## src/rtl/avi_info_frame_receiver_if.sv

```systemverilog
// ============================================================================
// Module      : avi_info_frame_receiver_if
// Description : Byte-serial packet stream from the data-island decoder.
// Revision    : 1.0 - initial release
// ============================================================================
`default_nettype none

interface avi_info_frame_receiver_if;
    logic       byte_valid;
    logic       byte_sop;
    logic [7:0] byte_data;

    modport master (output byte_valid, output byte_sop, output byte_data);
    modport slave  (input  byte_valid, input  byte_sop, input  byte_data);
endinterface

`default_nettype wire

```

## src/rtl/avi_info_frame_receiver.sv

```systemverilog
// ============================================================================
// Module      : avi_info_frame_receiver
// Description : Validates HDMI AVI InfoFrame packets and latches decoded fields.
// Revision    : 1.0 - initial release
// ============================================================================
`default_nettype none

module avi_info_frame_receiver #(
    parameter logic [7:0]  AVI_TYPE        = 8'h82,
    parameter logic [7:0]  MIN_VERSION     = 8'd2,
    parameter int unsigned ERR_COUNT_WIDTH = 8
) (
    input  wire logic                       clk_pixel,
    input  wire logic                       reset,
    avi_info_frame_receiver_if.slave        byte_if,
    output logic                            avi_valid,
    output logic                            avi_update,
    output logic                            checksum_error,
    output logic                            other_packet,
    output logic [ERR_COUNT_WIDTH-1:0]      err_count,
    output logic [1:0]                      video_format,
    output logic                            active_format_info_present,
    output logic [1:0]                      bar_info,
    output logic [1:0]                      scan_info,
    output logic [1:0]                      colorimetry,
    output logic [1:0]                      picture_aspect_ratio,
    output logic [3:0]                      active_format_aspect_ratio,
    output logic                            it_content,
    output logic [2:0]                      extended_colorimetry,
    output logic [1:0]                      rgb_quantization_range,
    output logic [1:0]                      non_uniform_picture_scaling,
    output logic [6:0]                      video_id_code,
    output logic [1:0]                      ycc_quantization_range,
    output logic [1:0]                      content_type,
    output logic [3:0]                      pixel_repetition
);

    typedef enum logic [1:0] {
        ST_IDLE = 2'd0,
        ST_HDR  = 2'd1,
        ST_BODY = 2'd2,
        ST_SKIP = 2'd3
    } state_t;

    localparam logic [4:0] C_LAST_IDX     = 5'd30;
    localparam logic [4:0] C_LAST_SUM_IDX = 5'd16;
    localparam logic [4:0] C_HB2_LENGTH   = 5'd13;
    localparam logic [ERR_COUNT_WIDTH-1:0] C_ERR_MAX = {ERR_COUNT_WIDTH{1'b1}};

    state_t     r_state, w_state_nxt;
    logic [4:0] r_idx, w_idx_nxt;
    logic [7:0] r_sum, w_sum_nxt;

    // Shadow copies of PB1..PB5, promoted to the outputs only on a good checksum
    logic [6:0] r_sh_pb1, w_sh_pb1;
    logic [7:0] r_sh_pb2, w_sh_pb2;
    logic [7:0] r_sh_pb3, w_sh_pb3;
    logic [6:0] r_sh_pb4, w_sh_pb4;
    logic [7:0] r_sh_pb5, w_sh_pb5;

    logic [6:0] r_out_pb1;
    logic [7:0] r_out_pb2;
    logic [7:0] r_out_pb3;
    logic [6:0] r_out_pb4;
    logic [7:0] r_out_pb5;

    logic                       r_avi_valid;
    logic                       r_avi_update;
    logic                       r_checksum_error;
    logic                       r_other_packet;
    logic [ERR_COUNT_WIDTH-1:0] r_err_count;

    logic w_commit;
    logic w_cksum_bad;
    logic w_other;

    always_comb begin
        w_state_nxt = r_state;
        w_idx_nxt   = r_idx;
        w_sum_nxt   = r_sum;
        w_sh_pb1    = r_sh_pb1;
        w_sh_pb2    = r_sh_pb2;
        w_sh_pb3    = r_sh_pb3;
        w_sh_pb4    = r_sh_pb4;
        w_sh_pb5    = r_sh_pb5;
        w_commit    = 1'b0;
        w_cksum_bad = 1'b0;
        w_other     = 1'b0;

        if (byte_if.byte_valid) begin
            if (byte_if.byte_sop) begin
                // A sop always restarts, even mid-packet; the old packet is dropped silently
                w_idx_nxt   = 5'd1;
                w_sum_nxt   = byte_if.byte_data;
                w_state_nxt = (byte_if.byte_data == AVI_TYPE) ? ST_HDR : ST_SKIP;
            end else begin
                unique case (r_state)
                    ST_IDLE: ;
                    ST_HDR: begin
                        w_idx_nxt = r_idx + 5'd1;
                        w_sum_nxt = r_sum + byte_if.byte_data;
                        if (r_idx == 5'd1) begin
                            if (byte_if.byte_data < MIN_VERSION) begin
                                w_state_nxt = ST_SKIP;
                            end
                        end else begin
                            w_state_nxt = (byte_if.byte_data[4:0] == C_HB2_LENGTH) ? ST_BODY : ST_SKIP;
                        end
                    end
                    ST_BODY: begin
                        w_idx_nxt = r_idx + 5'd1;
                        if (r_idx <= C_LAST_SUM_IDX) begin
                            w_sum_nxt = r_sum + byte_if.byte_data;
                        end
                        case (r_idx)
                            5'd4:    w_sh_pb1 = byte_if.byte_data[6:0];
                            5'd5:    w_sh_pb2 = byte_if.byte_data;
                            5'd6:    w_sh_pb3 = byte_if.byte_data;
                            5'd7:    w_sh_pb4 = byte_if.byte_data[6:0];
                            5'd8:    w_sh_pb5 = byte_if.byte_data;
                            default: ;
                        endcase
                        if (r_idx == C_LAST_IDX) begin
                            w_state_nxt = ST_IDLE;
                            w_idx_nxt   = 5'd0;
                            w_commit    = (r_sum == 8'd0);
                            w_cksum_bad = (r_sum != 8'd0);
                        end
                    end
                    ST_SKIP: begin
                        w_idx_nxt = r_idx + 5'd1;
                        if (r_idx == C_LAST_IDX) begin
                            w_state_nxt = ST_IDLE;
                            w_idx_nxt   = 5'd0;
                            w_other     = 1'b1;
                        end
                    end
                    default: ;
                endcase
            end
        end
    end

    always_ff @(posedge clk_pixel) begin
        if (reset) begin
            r_state          <= ST_IDLE;
            r_idx            <= 5'd0;
            r_sum            <= 8'd0;
            r_sh_pb1         <= 7'd0;
            r_sh_pb2         <= 8'd0;
            r_sh_pb3         <= 8'd0;
            r_sh_pb4         <= 7'd0;
            r_sh_pb5         <= 8'd0;
            r_out_pb1        <= 7'd0;
            r_out_pb2        <= 8'd0;
            r_out_pb3        <= 8'd0;
            r_out_pb4        <= 7'd0;
            r_out_pb5        <= 8'd0;
            r_avi_valid      <= 1'b0;
            r_avi_update     <= 1'b0;
            r_checksum_error <= 1'b0;
            r_other_packet   <= 1'b0;
            r_err_count      <= '0;
        end else begin
            r_state          <= w_state_nxt;
            r_idx            <= w_idx_nxt;
            r_sum            <= w_sum_nxt;
            r_sh_pb1         <= w_sh_pb1;
            r_sh_pb2         <= w_sh_pb2;
            r_sh_pb3         <= w_sh_pb3;
            r_sh_pb4         <= w_sh_pb4;
            r_sh_pb5         <= w_sh_pb5;
            r_avi_update     <= w_commit;
            r_checksum_error <= w_cksum_bad;
            r_other_packet   <= w_other;
            if (w_commit) begin
                r_out_pb1   <= r_sh_pb1;
                r_out_pb2   <= r_sh_pb2;
                r_out_pb3   <= r_sh_pb3;
                r_out_pb4   <= r_sh_pb4;
                r_out_pb5   <= r_sh_pb5;
                r_avi_valid <= 1'b1;
            end
            if (w_cksum_bad && (r_err_count != C_ERR_MAX)) begin
                r_err_count <= r_err_count + ERR_COUNT_WIDTH'(1);
            end
        end
    end

    assign avi_valid                   = r_avi_valid;
    assign avi_update                  = r_avi_update;
    assign checksum_error              = r_checksum_error;
    assign other_packet                = r_other_packet;
    assign err_count                   = r_err_count;

    assign video_format                = r_out_pb1[6:5];
    assign active_format_info_present  = r_out_pb1[4];
    assign bar_info                    = r_out_pb1[3:2];
    assign scan_info                   = r_out_pb1[1:0];
    assign colorimetry                 = r_out_pb2[7:6];
    assign picture_aspect_ratio        = r_out_pb2[5:4];
    assign active_format_aspect_ratio  = r_out_pb2[3:0];
    assign it_content                  = r_out_pb3[7];
    assign extended_colorimetry        = r_out_pb3[6:4];
    assign rgb_quantization_range      = r_out_pb3[3:2];
    assign non_uniform_picture_scaling = r_out_pb3[1:0];
    assign video_id_code               = r_out_pb4;
    assign ycc_quantization_range      = r_out_pb5[7:6];
    assign content_type                = r_out_pb5[5:4];
    assign pixel_repetition            = r_out_pb5[3:0];

endmodule

`default_nettype wire

```

## src/flat_wrapper.sv

```systemverilog
// flat-port wrapper written by rule: the top's interface ports become plain ports
module avi_info_frame_receiver_flat 
#(
    parameter logic [7:0]  AVI_TYPE        = 8'h82,
    parameter logic [7:0]  MIN_VERSION     = 8'd2,
    parameter int unsigned ERR_COUNT_WIDTH = 8
)
  (clk_pixel, reset, avi_valid, avi_update, checksum_error, other_packet, err_count, video_format, active_format_info_present, bar_info, scan_info, colorimetry, picture_aspect_ratio, active_format_aspect_ratio, it_content, extended_colorimetry, rgb_quantization_range, non_uniform_picture_scaling, video_id_code, ycc_quantization_range, content_type, pixel_repetition, byte_if_byte_valid, byte_if_byte_sop, byte_if_byte_data);
  avi_info_frame_receiver_if byte_if_i ();
  input  wire logic clk_pixel;
  input  wire logic reset;
  output logic avi_valid;
  output logic avi_update;
  output logic checksum_error;
  output logic other_packet;
  output logic [ERR_COUNT_WIDTH-1:0] err_count;
  output logic [1:0] video_format;
  output logic active_format_info_present;
  output logic [1:0] bar_info;
  output logic [1:0] scan_info;
  output logic [1:0] colorimetry;
  output logic [1:0] picture_aspect_ratio;
  output logic [3:0] active_format_aspect_ratio;
  output logic it_content;
  output logic [2:0] extended_colorimetry;
  output logic [1:0] rgb_quantization_range;
  output logic [1:0] non_uniform_picture_scaling;
  output logic [6:0] video_id_code;
  output logic [1:0] ycc_quantization_range;
  output logic [1:0] content_type;
  output logic [3:0] pixel_repetition;
  input wire logic [$bits(byte_if_i.byte_valid)-1:0] byte_if_byte_valid;
  input wire logic [$bits(byte_if_i.byte_sop)-1:0] byte_if_byte_sop;
  input wire logic [$bits(byte_if_i.byte_data)-1:0] byte_if_byte_data;
  assign byte_if_i.byte_valid = byte_if_byte_valid;
  assign byte_if_i.byte_sop = byte_if_byte_sop;
  assign byte_if_i.byte_data = byte_if_byte_data;
  avi_info_frame_receiver #(.AVI_TYPE(AVI_TYPE), .MIN_VERSION(MIN_VERSION), .ERR_COUNT_WIDTH(ERR_COUNT_WIDTH)) u_core (.clk_pixel(clk_pixel), .reset(reset), .byte_if(byte_if_i), .avi_valid(avi_valid), .avi_update(avi_update), .checksum_error(checksum_error), .other_packet(other_packet), .err_count(err_count), .video_format(video_format), .active_format_info_present(active_format_info_present), .bar_info(bar_info), .scan_info(scan_info), .colorimetry(colorimetry), .picture_aspect_ratio(picture_aspect_ratio), .active_format_aspect_ratio(active_format_aspect_ratio), .it_content(it_content), .extended_colorimetry(extended_colorimetry), .rgb_quantization_range(rgb_quantization_range), .non_uniform_picture_scaling(non_uniform_picture_scaling), .video_id_code(video_id_code), .ycc_quantization_range(ycc_quantization_range), .content_type(content_type), .pixel_repetition(pixel_repetition));
endmodule
```

## config.mk

```make
export PLATFORM = sky130hd
export DESIGN_NAME = avi_info_frame_receiver_flat
export DESIGN_NICKNAME = d
export VERILOG_FILES = /design/src/rtl/avi_info_frame_receiver_if.sv /design/src/rtl/avi_info_frame_receiver.sv /design/src/flat_wrapper.sv
export SDC_FILE = /design/constraint.sdc
export NUM_CORES = 1
export LEC_CHECK = 0
export CAP_MARGIN = 20
export CORE_UTILIZATION = 56
export DETAILED_ROUTE_END_ITERATION = 6
export GPL_TIMING_DRIVEN = 0
export PLACE_DENSITY = 0.91
export SLEW_MARGIN = 20
export SYNTH_ARGS = -nofsm -noshare
export SYNTH_HDL_FRONTEND = slang
export SYNTH_SLANG_ARGS = --single-unit
```

## constraint.sdc

```tcl
create_clock -name clk_pixel -period 3.7 [get_ports clk_pixel]
set_input_delay 1.11 -clock clk_pixel [delete_from_list [all_inputs] [get_ports clk_pixel]]
set_output_delay 1.11 -clock clk_pixel [all_outputs]
set_load 0.03 [all_outputs]
```

* Yosys cells after proc, flatten, opt, wreduce, memory -nomap -nowiden
Index checks and enable logic that the tools add are counted.
** Cells by class
- $add $sub $neg :: 3
- $lt $le $gt $ge :: 2
- Equality and inequality tests :: 16
- Mux-type cells :: 22
- Bitwise logic cells :: 3
- Reduce and logical (&&, ||, !) cells :: 15
** Operators by type and width (count)
- $reduce_and A4 Y1 :: 6
- $eq A5 B3 Y1 const B :: 4
- $mux W8 :: 2
- $pmux W8 S2 :: 1
- $eq A5 B4 Y1 const B :: 2
- $mux W1 :: 10
- $mux W2 :: 5
- $mux W5 :: 2
- $pmux W5 S2 :: 1
- $add A8 B1 Y8 const B :: 1
- $add A8 B8 Y8 :: 1
- $eq A8 B8 Y1 const B :: 1
- $logic_not A8 Y1 :: 1
- $lt A8 B2 Y1 const B :: 1
- $ne A8 B8 Y1 const B :: 1
- $reduce_bool A8 Y1 :: 1
- $reduce_bool A3 Y1 :: 2
- $add A5 B1 Y5 const B :: 1
- $eq A5 B1 Y1 const B :: 1
- $eq A5 B5 Y1 const B :: 1
- $le A5 B5 Y1 const B :: 1
- $eq A2 B2 Y1 const B :: 2
- $ne A4 B4 Y1 const B :: 1
- $pmux W2 S2 :: 1
- other kinds (9) :: 11
** Word-level totals
- Register bits :: 103
- Input port bits :: 12
- Output and inout port bits :: 50
- Logic and storage cells :: 79

* Logic depth before layout (Yosys ltp)
Gate-level depths: netlist of the first run.
- Depth in word-level cells :: 6
- Gate-level depth with buffers :: 9
- Mapped depth without buffers :: 8

* Least setup slack after synthesis of the first run
OpenSTA, ideal clock, no wires.
- Kind :: input to register
- Start :: input byte_if_byte_data[1]
- End :: register u_core.r_sum[4]
- Setup time :: 0.086 ns
- Data arrival time :: 2.580 ns
- Required time :: 3.614 ns
- Path slack :: 1.034 ns
- Stages on the path :: 8
- Buffers on the path :: 1
- Cell sequence :: clkbuf_1 -> inv_1 -> fa_1 -> nor2b_1 -> o21ai_0 -> a211oi_1 -> a21oi_1 -> a211oi_1
** Between the ends
- Longest elaborated chain between the ends :: 4
** RTL lines
- start, declared :: line flat_wrapper.sv:34 : input wire logic [$bits(byte_if_i.byte_data)-1:0] byte_if_byte_data;
- $add A8 B8 Y8 (*) :: line avi_info_frame_receiver.sv:101, avi_info_frame_receiver.sv:113
- $mux W8 :: line avi_info_frame_receiver.sv:112 : if (r_idx <= C_LAST_SUM_IDX) begin
- $pmux W8 S2 (*) :: line avi_info_frame_receiver.sv:97 : unique case (r_state)
- $mux W8 (*) :: line avi_info_frame_receiver.sv:91 : if (byte_if.byte_sop) begin
- end signal, assigned :: line avi_info_frame_receiver.sv:167 : r_sum <= w_sum_nxt;
- end, declared :: line avi_info_frame_receiver.sv:52 : logic [7:0] r_sum, w_sum_nxt;
Mark *: on every way between the ends. The rest lies on a longest branch, timed or not. The select of a mux whose other input is x is not followed.
A chain may end at the register's enable or synchronous reset.

* Worst setup path in the final report of the first run
Ends and elaborated chain as after synthesis.

==> summary.md, run 1 <==
| Metric | Value |
|---|---|
| Final setup violation count | `0` |
| Row cnt | `32` |
| Height of the chip | `91.4 um` |
| Final routed wirelength across all metal layers | `11600 um` |
| Total die area | `8360 sq um` |
| Number of clock buffers inserted by TritonCTS | `9` |
| Filler instances | `584` |
| Crit path max fanout | `9` |
| Net Sw Frac | `0.266` |
| Kind of capture point of the worst setup path | `flip-flop` |
| Min-Delay Path Class | `flip-flop to flip-flop` |
| Worst-Skew Late Latency | `0.37 ns` |
| Sequential element share of the synthesized area | `0.460` |
| Most used flip-flop cell after synthesis | `dfxtp_1` |
| Resized cells post-CTS | `0` |
| Max-slew headroom at the worst pin | `0.496` |
| Starting density of the core | `0.580` |
| Sum of negative setup slack | `0 ns` |
| Pwr per Cell Area | `386 nW/um^2` |
| Initial antenna violation count | `0` |
| I/O pin count | `62` |
| Clock tree from TritonCTS | `yes` |
| Static leakage | `1.92 nW` |
| Portion of synthesized cell area occupied by the leading cell type | `0.460` |
| Antenna viol nets, final | `0` |
| Antenna diode count | `0` |
| Least-Margin Pin Slew | `0.750 ns` |
| Core Area | `7730 sq um` |
| Worst Clk Skew | `0.0157 ns` |
| Sequential cell area in the final layout | `2060 sq um` |
| Synth top area cells | `dfxtp_1 (46%), nand2_1 (9.6%), a21oi_1 (8.0%)` |
| Sequential group share of total power | `0.548` |
| Peak supply drop | `0.226 mV` |
| Internal Pwr Total | `0.00153 W` |
| Critical setup path kind | `input port to flip-flop` |
| Max-cap check violation count | `0` |
| Data arrival time of the critical path | `3.55 ns` |
| RSZ-0062 raised after global routing | `false` |
| Critical path startpoint category | `input port` |
| PortBufs | `58` |
| Timing-limited maximum frequency | `0.305 GHz` |
| Number of global-route vias before repair | `4013` |
| Clock Pin Slew Worst Setup and Hold Paths | `0.10 ns` |
| Number of design rule violations left after detail routing | `0` |
| Number of warnings reported in the yosys synthesis log | `0` |
| Global-route wire length before repair | `18700 um` |
| Most frequent cell after synthesis | `nand2_1` |
| Routed wirelength normalized by instance count | `16.2 um` |
| Area of the mapped netlist | `4480 sq um` |
| Depth of the worst register-to-register path | `9` |
| Part of the cycle the worst path needs | `0.886` |
| Remaining global-route overflow | `0` |
| Routed via count divided by cell count | `5.90` |
| Detailed-route via count | `4233` |
| Clock sinks | `103` |
| Outcome | `finished clean` |
| Required time of the critical path | `3.98 ns` |
| Area used by multi-input combinational logic | `2180 sq um` |
| Avg Inst Size Synth | `8.28 sq um` |
| Post-layout min period | `3.28 ns` |
| Hold Worst Slack | `0.453 ns` |
| Most used standard cells in the synthesized netlist | `nand2_1 (115), dfxtp_1 (103), a21oi_1 (72)` |
| Cell at the root of the clock tree | `clkbuf_8` |
| Max Buffers Root-to-Sink | `2` |
| Share of async-settable or async-resettable flops after synthesis | `0` |
| Largest area contributor in the netlist | `dfxtp_1` |
| Clock Power Share | `0.350` |
| Final Slew Violations | `0` |
| Die X-Extent | `91.4 um` |
| Number of hold buffers added after cts | `0` |
| Pin count of the biggest net entering global routing | `19` |
| Cells after synthesis | `541` |
| Placer's final routability congestion estimate | `0.878` |
| Gr usage total | `0.283` |
| Relative area change from synthesis to final layout | `20.4%` |
| Final Hold Vio Count | `0` |
| Net Switching | `0.000552 W` |
| Post-Syn Nets | `566` |
| Detailed-placement wirelength estimate | `8080 um` |
| Number of nets in the layout | `635` |
| Buffer count from post-CTS setup fixing | `0` |
| R2R setup slack | `1.34 ns` |
| Gate power share | `0.102` |
| Netlist cell types | `48` |
| First-iteration detailed-routing DRC count | `323` |
| Register bit count reported by yosys | `103` |
| Instance count along the most critical hold path | `2` |
| Post-synth EDFFs | `0` |
| Fraction of layout cells with a size suffix above 1 | `0.0683` |
| CTS H-tree depth | `3` |
| First-pass DRT Iterations | `5` |
==> kinds of logic (layout without fill, tap and decap cells) <==
| logic type | after synthesis | in the layout | synth area share |
|---|---|---|---|
| AOI/OAI and AO/OA | 108 | 108 | 0.140 |
| xor gates and xnor gates | 10 | 10 | 0.0196 |
| adders and majority gates | 13 | 13 | 0.0380 |
| buffers and inverters | 51 | 125 | 0.0517 |
| DFF | 103 | 103 | 0.460 |
| muxes | 18 | 18 | 0.0402 |
| and+or+nand+nor | 238 | 238 | 0.250 |
==> layout by cell type (no fill, tap or decap), types with 2 or more instances in the layout <==
master,count
ha_1,12
nand4bb_1,2
nor3b_1,3
inv_6,2
a21boi_0,2
inv_1,11
o211ai_1,3
nor4_1,3
o21a_1,2
clkdlybuf4s50_1,58
nand4b_1,2
clkinv_4,2
dfxtp_1,103
a211oi_1,6
nand3_1,30
nand4_1,6
and3_1,3
o21ai_0,10
a21oi_1,72
or4_1,5
nor2_1,47
a211o_1,2
nor4_2,2
clkbuf_8,9
and4_1,2
buf_6,2
nand2_1,115
nor3_1,8
mux2i_1,18
xor2_1,10
clkbuf_1,21
nor2b_1,5
buf_2,16
==> final timing paths <==
kind / from / endpoint
setup / recovery: byte_if_byte_data[1] / u_core.r_sum[4]
setup reg to reg: u_core.r_idx[0] / u_core.video_id_code[4]
hold / removal: u_core.r_sh_pb3[7] / u_core.r_out_pb3[7]
hold reg to reg: u_core.r_sh_pb3[7] / u_core.r_out_pb3[7]
==> layout make-up <==
type	instances	share of cell area
plain buffers	40	0.0353
clock buffers	10	0.0237
clock inverters	6	0.0142
inverters	11	0.00766
multi-input cells	387	0.405
flip-flops and latches	103	0.383
well taps	102	0.0237
repair buffers	58	0.108
==> critical path, cell delays in order <==
cell,delay (ns)
clkdlybuf4s50_1,0.48
clkbuf_1,0.44
inv_1,0.18
fa_1,0.46
nor2b_1,0.24
o21ai_0,0.14
a211oi_1,0.21
a21oi_1,0.06
a211oi_1,0.23
==> power groups by stage <==
stage          logic (W)  clock network [W]  registers (W)
3_5_place_dp    0.000205                  0        0.00116
4_1_cts         0.000208           0.000729        0.00114
5_1_grt         0.000231           0.000780        0.00114
6_report        0.000213           0.000727        0.00114
3_3_place_gp    0.000198                  0        0.00116
2_1_floorplan   0.000148                  0        0.00116
==> sequential cells by signal, indices dropped and copies added, names as in the netlist <==
| name | cells |
|---|---|
| u_core.avi_valid | 1 |
| u_core.checksum_error | 1 |
| u_core.r_sh_pb4 | 7 |
| u_core.r_idx | 5 |
| u_core.r_out_pb1 | 7 |
| u_core.r_out_pb3 | 8 |
| u_core.err_count | 8 |
| u_core.r_sh_pb2 | 8 |
| u_core.r_out_pb2 | 8 |
| u_core.r_state | 2 |
| u_core.r_sum | 8 |
| u_core.r_sh_pb3 | 8 |
| u_core.r_out_pb5 | 8 |
| u_core.other_packet | 1 |
| u_core.r_sh_pb5 | 8 |
| u_core.avi_update | 1 |
| u_core.video_id_code | 7 |
| u_core.r_sh_pb1 | 7 |
==> routing by layer <==
layer	part of all wire	vias to the layer above	wire length, um	GRT usage
met5	0	-	0	0
met4	0.034	0	400	0.160
met3	0.076	40	887	0.0444
met2	0.49	227	5710	0.486
met1	0.40	1971	4600	0.335
li1	-	1995	-	-
==> per-stage QoR <==
| stage | power (W) | area (sq um) | setup slack, ns | utilization | cells |
|---|---|---|---|---|---|
| after floorplan | 0.00131 | 4480 | 1.03 | - | 541 |
| after global placement | 0.00136 | 5190 | 0.214 | 0.671 | 701 |
| after detailed placement | 0.00137 | 5190 | 0.154 | 0.671 | 701 |
| after CTS | 0.00207 | 5390 | 0.513 | 0.698 | 717 |
| after global routing | 0.00215 | 5390 | 0.327 | 0.698 | 717 |
| final | 0.00208 | 5390 | 0.423 | 0.698 | 717 |
Power figures use the tool's default switching activity.
==> run 2, diff against run 1 <==
--- a/config.mk
+++ b/config.mk
@@ -6,10 +6,11 @@
 export NUM_CORES = 1
 export LEC_CHECK = 0
 export CAP_MARGIN = 20
-export CORE_UTILIZATION = 56
+export CORE_UTILIZATION = 59
 export DETAILED_ROUTE_END_ITERATION = 6
 export GPL_TIMING_DRIVEN = 0
-export PLACE_DENSITY = 0.91
+export PLACE_DENSITY = 0.95
+export SKIP_LAST_GASP = 1
 export SLEW_MARGIN = 20
 export SYNTH_ARGS = -nofsm -noshare
 export SYNTH_HDL_FRONTEND = slang
==> run 2 against run 1 <==
Setup slack gained 0.053 ns. Maximum frequency grew 1.6%. Largest cell class unchanged. Global-route usage grew 1.8 points. Design area grew 0.26%.
==> summary.md, run 2 (synthesized netlist as in run 1, its figures left out) <==
| Metric | Value |
|---|---|
| Max-slew headroom at the worst pin | `0.498 (was 0.496)` |
| Number of nets in the layout | `635 (unchanged)` |
| Sum of negative setup slack | `0 ns (unchanged)` |
| Min-Delay Path Class | `flip-flop to flip-flop (unchanged)` |
| Total die area | `7940 sq um (was 8360 sq um)` |
| Resized cells post-CTS | `0 (unchanged)` |
| Cell Chain, Critical Path | `clkdlybuf4s50_1, clkbuf_1, inv_1, fa_1, nor2b_1, o31a_1, nor2_1, mux2i_1, a311oi_1 (was clkdlybuf4s50_1, clkbuf_1, inv_1, fa_1, nor2b_1, o21ai_0, a211oi_1, a21oi_1, a211oi_1)` |
| Pin count of the biggest net entering global routing | `21 (was 19)` |
| Relative area change from synthesis to final layout | `20.7% (was 20.4%)` |
| Max-cap check violation count | `0 (unchanged)` |
| Buffer count from post-CTS setup fixing | `0 (unchanged)` |
| Least-Margin Pin Slew | `0.748 ns (was 0.750 ns)` |
| Core Area | `7290 sq um (was 7730 sq um)` |
| Placer's final routability congestion estimate | `0.910 (was 0.878)` |
| First-iteration detailed-routing DRC count | `345 (was 323)` |
| First-pass DRT Iterations | `5 (unchanged)` |
| Cell at the root of the clock tree | `clkbuf_8 (unchanged)` |
| Clock sinks | `103 (unchanged)` |
| CTS H-tree depth | `3 (unchanged)` |
| Gr usage total | `0.302 (was 0.283)` |
| Data arrival time of the critical path | `3.53 ns (was 3.55 ns)` |
| Detailed-placement wirelength estimate | `8060 um (was 8080 um)` |
| Global-route wire length before repair | `18000 um (was 18700 um)` |
| Post-layout min period | `3.22 ns (was 3.28 ns)` |
| Clock Pin Slew Worst Setup and Hold Paths | `0.11 ns (was 0.10 ns)` |
| Peak supply drop | `0.203 mV (was 0.226 mV)` |
| RSZ-0062 raised after global routing | `false (unchanged)` |
| Static leakage | `1.93 nW (was 1.92 nW)` |
| Remaining global-route overflow | `0 (unchanged)` |
| Fraction of layout cells with a size suffix above 1 | `0.0699 (was 0.0683)` |
| Timing-limited maximum frequency | `0.310 GHz (was 0.305 GHz)` |
| Antenna diode count | `0 (unchanged)` |
| Outcome | `finished clean (unchanged)` |
| Starting density of the core | `0.614 (was 0.580)` |
| Critical path startpoint category | `input port (unchanged)` |
| Worst-Skew Late Latency | `0.39 ns (was 0.37 ns)` |
| Routed wirelength normalized by instance count | `16.3 um (was 16.2 um)` |
| Clock tree from TritonCTS | `yes (unchanged)` |
| Number of design rule violations left after detail routing | `0 (unchanged)` |
| Depth of the worst register-to-register path | `9 (unchanged)` |
| Longest individual stage delay on the worst path | `0.50 ns (was 0.48 ns)` |
| PortBufs | `58 (unchanged)` |
| Initial antenna violation count | `0 (unchanged)` |
| Kind of capture point of the worst setup path | `flip-flop (unchanged)` |
| I/O pin count | `62 (unchanged)` |
| Number of hold buffers added after cts | `0 (unchanged)` |
| Part of the cycle the worst path needs | `0.871 (was 0.886)` |
| Instance count along the most critical hold path | `2 (unchanged)` |
| Final routed wirelength across all metal layers | `11600 um (about the same)` |
| Detailed-route via count | `4238 (was 4233)` |
| Most frequent standard cell in the layout excluding fill and tap cells | `nand2_1 (unchanged)` |
| Critical setup path kind | `input port to flip-flop (unchanged)` |
| Worst Clk Skew | `0.0116 ns (was 0.0157 ns)` |
| Max Buffers Root-to-Sink | `2 (unchanged)` |
| Core Util, Final | `0.741 (was 0.698)` |
| Final Hold Vio Count | `0 (unchanged)` |
| Number of global-route vias before repair | `3893 (was 4013)` |
| Routed via count divided by cell count | `5.94 (was 5.90)` |
| Die X-Extent | `89.1 um (was 91.4 um)` |
| Pwr per Cell Area | `395 nW/um^2 (was 386 nW/um^2)` |
| Number of clock buffers inserted by TritonCTS | `9 (unchanged)` |
| Antenna viol nets, final | `0 (unchanged)` |
| Final setup violation count | `0 (unchanged)` |
| Crit path max fanout | `9 (unchanged)` |
| Required time of the critical path | `4.01 ns (was 3.98 ns)` |
| Commonest non-fill, non-tap cells in the layout | `nand2_1 (115), dfxtp_1 (103), a21oi_1 (72) (unchanged)` |
| Slowest cell on the critical path | `clkdlybuf4s50_1 (unchanged)` |
| Height of the chip | `89.1 um (was 91.4 um)` |
| Final Slew Violations | `0 (unchanged)` |
| Row cnt | `31 (was 32)` |
==> run 2: cell count changes in the layout (fill, tap and decap cells not counted) <==
cell,previous run,this run
clkinv_4,2,1
inv_6,2,1
clkbuf_1,21,20
inv_8,1,3
clkinv_8,0,1
==> run 2: final cells by class <==
cell class / count / area [sq um]
multi-input cells: 387 / 2180
flip-flops and latches: 103 / 2060
fillers: 508 / 1890
repair buffers: 58 / 581
plain buffers: 40 / 190
clock buffers: 9 / 124
well taps: 99 / 124
clock inverters: 7 / 97.6
inverters: 11 / 41.3
==> run 2: critical path, delay by kind of cell <==
kind | cells | cell delay (ns)
buf+inv | 3 | 1.11
fa+ha+maj | 1 | 0.47
compound gates | 2 | 0.42
simple gates | 2 | 0.27
mux | 1 | 0.14
==> run 2: metrics by stage <==
step                area [sq um]  total power [W]  worst slack [ns]  std cells  hold WS, ns
finish                      5400          0.00213             0.476        714        0.461
global route                5400          0.00220             0.276        714        0.478
CTS                         5400          0.00212             0.463        714        0.460
detailed placement          5180          0.00137            0.0525        698        0.445
global placement            5180          0.00136             0.180        698        0.437
floorplan                   4480          0.00131              1.03        541        0.431
==> run 2: where the power goes <==
group	leakage [nW]	switching [W]	internal [W]	total (W)
Clock	0.113	0.000446	0.000336	0.000782
Sequential	0.832	0.0000170	0.00112	0.00114
Combinational	0.982	0.000133	0.0000793	0.000212
==> run 2: path summary, 6_finish.rpt <==
path | start | end | slack [ns]
worst min-delay path | u_core.r_sh_pb2[0] | u_core.r_out_pb2[0] | 0.46
worst max register to register | u_core.r_idx[0] | u_core.r_out_pb3[6] | 1.37
worst max-delay path | byte_if_byte_data[1] | u_core.r_sum[6] | 0.48
worst min register to register | u_core.r_sh_pb2[0] | u_core.r_out_pb2[0] | 0.46
==> run 2: per-layer routing <==
metal,vias up,part of all wire,GRT usage
met1,1997,0.40,0.358
met3,42,0.074,0.0646
met2,210,0.49,0.514
li1,1989,-,-
met4,0,0.037,0.159
met5,-,0,0
==> run 3, diff against run 2 <==
--- a/config.mk
+++ b/config.mk
@@ -9,6 +9,7 @@
 export CORE_UTILIZATION = 59
 export DETAILED_ROUTE_END_ITERATION = 6
 export GPL_TIMING_DRIVEN = 0
+export MAX_ROUTING_LAYER = met4
 export PLACE_DENSITY = 0.95
 export SKIP_LAST_GASP = 1
 export SLEW_MARGIN = 20
==> run 3 against run 2 <==
Combinational power about the same. Design area is 0.60% lower. Global-route usage rose by 1.7 points. Critical path depth stayed put. Clock skew hardly changed. Critical path type unchanged. Largest power group unchanged. Highest routed layer unchanged.
==> summary.md, run 3 (synthesized netlist as in run 1, its figures left out) <==
| Metric | Value |
|---|---|
| Outcome | `finished clean (unchanged)` |
| Least-Margin Pin Slew | `0.775 ns (was 0.748 ns)` |
| Resized cells post-CTS | `0 (unchanged)` |
| First-iteration detailed-routing DRC count | `355 (was 345)` |
| Antenna viol nets, final | `0 (unchanged)` |
| Instance count along the most critical hold path | `2 (unchanged)` |
| Total chip power | `0.00203 W (was 0.00213 W)` |
| Clock sinks | `103 (unchanged)` |
| Required time of the critical path | `3.97 ns (was 4.01 ns)` |
| Worst Clk Skew | `0.0118 ns (was 0.0116 ns)` |
| Clock Pin Slew Worst Setup and Hold Paths | `0.10 ns (was 0.11 ns)` |
| Part of the cycle the worst path needs | `0.900 (was 0.871)` |
| Critical path startpoint category | `input port (unchanged)` |
| Worst setup slack after placement | `0.0838 ns (was 0.0525 ns)` |
| CTS H-tree depth | `3 (unchanged)` |
| Core Area | `7290 sq um (unchanged)` |
| Cell at the root of the clock tree | `clkbuf_8 (unchanged)` |
| Max-slew headroom at the worst pin | `0.479 (was 0.498)` |
| Relative area change from synthesis to final layout | `19.9% (was 20.7%)` |
| First-pass DRT Iterations | `5 (unchanged)` |
| Most frequent standard cell in the layout excluding fill and tap cells | `nand2_1 (unchanged)` |
| Crit path max fanout | `9 (unchanged)` |
| Final setup violation count | `0 (unchanged)` |
| Clock tree from TritonCTS | `yes (unchanged)` |
| Total die area | `7940 sq um (unchanged)` |
| Buffer count from post-CTS setup fixing | `0 (unchanged)` |
| Pin count of the biggest net entering global routing | `19 (was 21)` |
| RSZ-0062 raised after global routing | `false (unchanged)` |
| FF-to-FF End | `u_core.err_count[7] (was u_core.r_out_pb3[6])` |
| Global-route wire length before repair | `18500 um (was 18000 um)` |
| R2R setup slack | `1.31 ns (was 1.37 ns)` |
| Routed via count divided by cell count | `5.99 (was 5.94)` |
| Detailed-placement wirelength estimate | `8100 um (was 8060 um)` |
| Depth of the worst register-to-register path | `8 (was 9)` |
| Number of clock buffers inserted by TritonCTS | `9 (unchanged)` |
| Hold Worst Slack | `0.457 ns (was 0.461 ns)` |
| Pwr per Cell Area | `377 nW/um^2 (was 395 nW/um^2)` |
| Initial antenna violation count | `0 (unchanged)` |
| Reg-to-reg critical path startpoint | `u_core.r_idx[0] (unchanged)` |
| End point of the most critical hold path | `u_core.r_out_pb2[6] (was u_core.r_out_pb2[0])` |
| Final Hold Vio Count | `0 (unchanged)` |
| Antenna diode count | `0 (unchanged)` |
| Number of global-route vias before repair | `3977 (was 3893)` |
| Peak supply drop | `0.190 mV (was 0.203 mV)` |
| Fraction of layout cells with a size suffix above 1 | `0.0699 (unchanged)` |
| Timing-limited maximum frequency | `0.300 GHz (was 0.310 GHz)` |
| Remaining global-route overflow | `0 (unchanged)` |
| Min-Delay Path Class | `flip-flop to flip-flop (unchanged)` |
| Starting density of the core | `0.614 (unchanged)` |
| Data arrival time of the critical path | `3.60 ns (was 3.53 ns)` |
| Number of nets in the layout | `635 (unchanged)` |
| Placer's final routability congestion estimate | `0.958 (was 0.910)` |
| Final Slew Violations | `0 (unchanged)` |
| Routed wirelength normalized by instance count | `16.8 um (was 16.3 um)` |
| Height of the chip | `89.1 um (unchanged)` |
| Final routed wirelength across all metal layers | `12000 um (was 11600 um)` |
| Static leakage | `1.91 nW (was 1.93 nW)` |
| Number of design rule violations left after detail routing | `0 (unchanged)` |
| Hold_sp | `u_core.r_out_pb2[6] (was u_core.r_sh_pb2[0])` |
| Number of hold buffers added after cts | `0 (unchanged)` |
| I/O pin count | `62 (unchanged)` |
| Max Buffers Root-to-Sink | `2 (unchanged)` |
| Gr usage total | `0.319 (was 0.302)` |
| Kind of capture point of the worst setup path | `flip-flop (unchanged)` |
| Commonest non-fill, non-tap cells in the layout | `nand2_1 (115), dfxtp_1 (103), a21oi_1 (72) (unchanged)` |
| Critical setup path kind | `input port to flip-flop (unchanged)` |
| Post-layout min period | `3.33 ns (was 3.22 ns)` |
| PortBufs | `58 (unchanged)` |
| Worst-Skew Late Latency | `0.37 ns (was 0.39 ns)` |
| Detailed-route via count | `4280 (was 4238)` |
| Max-cap check violation count | `0 (unchanged)` |
| Die X-Extent | `89.1 um (unchanged)` |
| Row cnt | `31 (unchanged)` |
| Post-layout worst setup margin | `0.371 ns (was 0.476 ns)` |
| Sum of negative setup slack | `0 ns (unchanged)` |
run 3: critical path, stage by stage:
cell and delay [ns]:
clkdlybuf4s50_1 0.51, clkbuf_1 0.41, inv_1 0.16, fa_1 0.47, nor2b_1 0.20, o21ai_0 0.11, a211oi_1 0.28, a21oi_1 0.08
a211oi_1 0.27
run 3: layer usage:
layer,vias up,GRT usage,part of all wire
met2,228,0.523,0.49
met4,0,0.149,0.037
met3,54,0.0526,0.084
met5,-,-,0
met1,2008,0.384,0.39
li1,1990,-,-
run 3: how the worst max path moves through the flow:
stage	slack, ns	start	to
4_1_cts	0.46	byte_if_byte_data[1]	u_core.r_sum[4]
2_1_floorplan	1.03	byte_if_byte_data[1]	u_core.r_sum[4]
3_5_place_dp	0.08	byte_if_byte_data[1]	u_core.r_sum[4]
3_3_place_gp	0.17	byte_if_byte_data[1]	u_core.r_sum[4]
5_1_grt	0.25	byte_if_byte_data[1]	u_core.r_sum[4]
6_report	0.37	byte_if_byte_data[1]	u_core.r_sum[4]
run 3: cell type report:
class,count,area [sq um]
clock inverters,6,51.3
well taps,99,124
flip-flops and latches,103,2060
plain buffers,40,190
fillers,551,1920
clock buffers,10,138
inverters,11,41.3
multi-input cells,387,2180
repair buffers,58,581
run 3: stage by stage:
step,utilization,cells,area [sq um]
after floorplan,-,541,4480
after global placement,0.711,698,5180
after detailed placement,0.711,698,5180
after CTS,0.737,714,5370
after global routing,0.737,714,5370
final,0.737,714,5370
run 3: power breakdown:
group / total (W) / switching, W / internal [W]
clock network: 0.000672 / 0.000400 / 0.000273
logic: 0.000214 / 0.000136 / 0.0000788
registers: 0.00114 / 0.0000171 / 0.00112
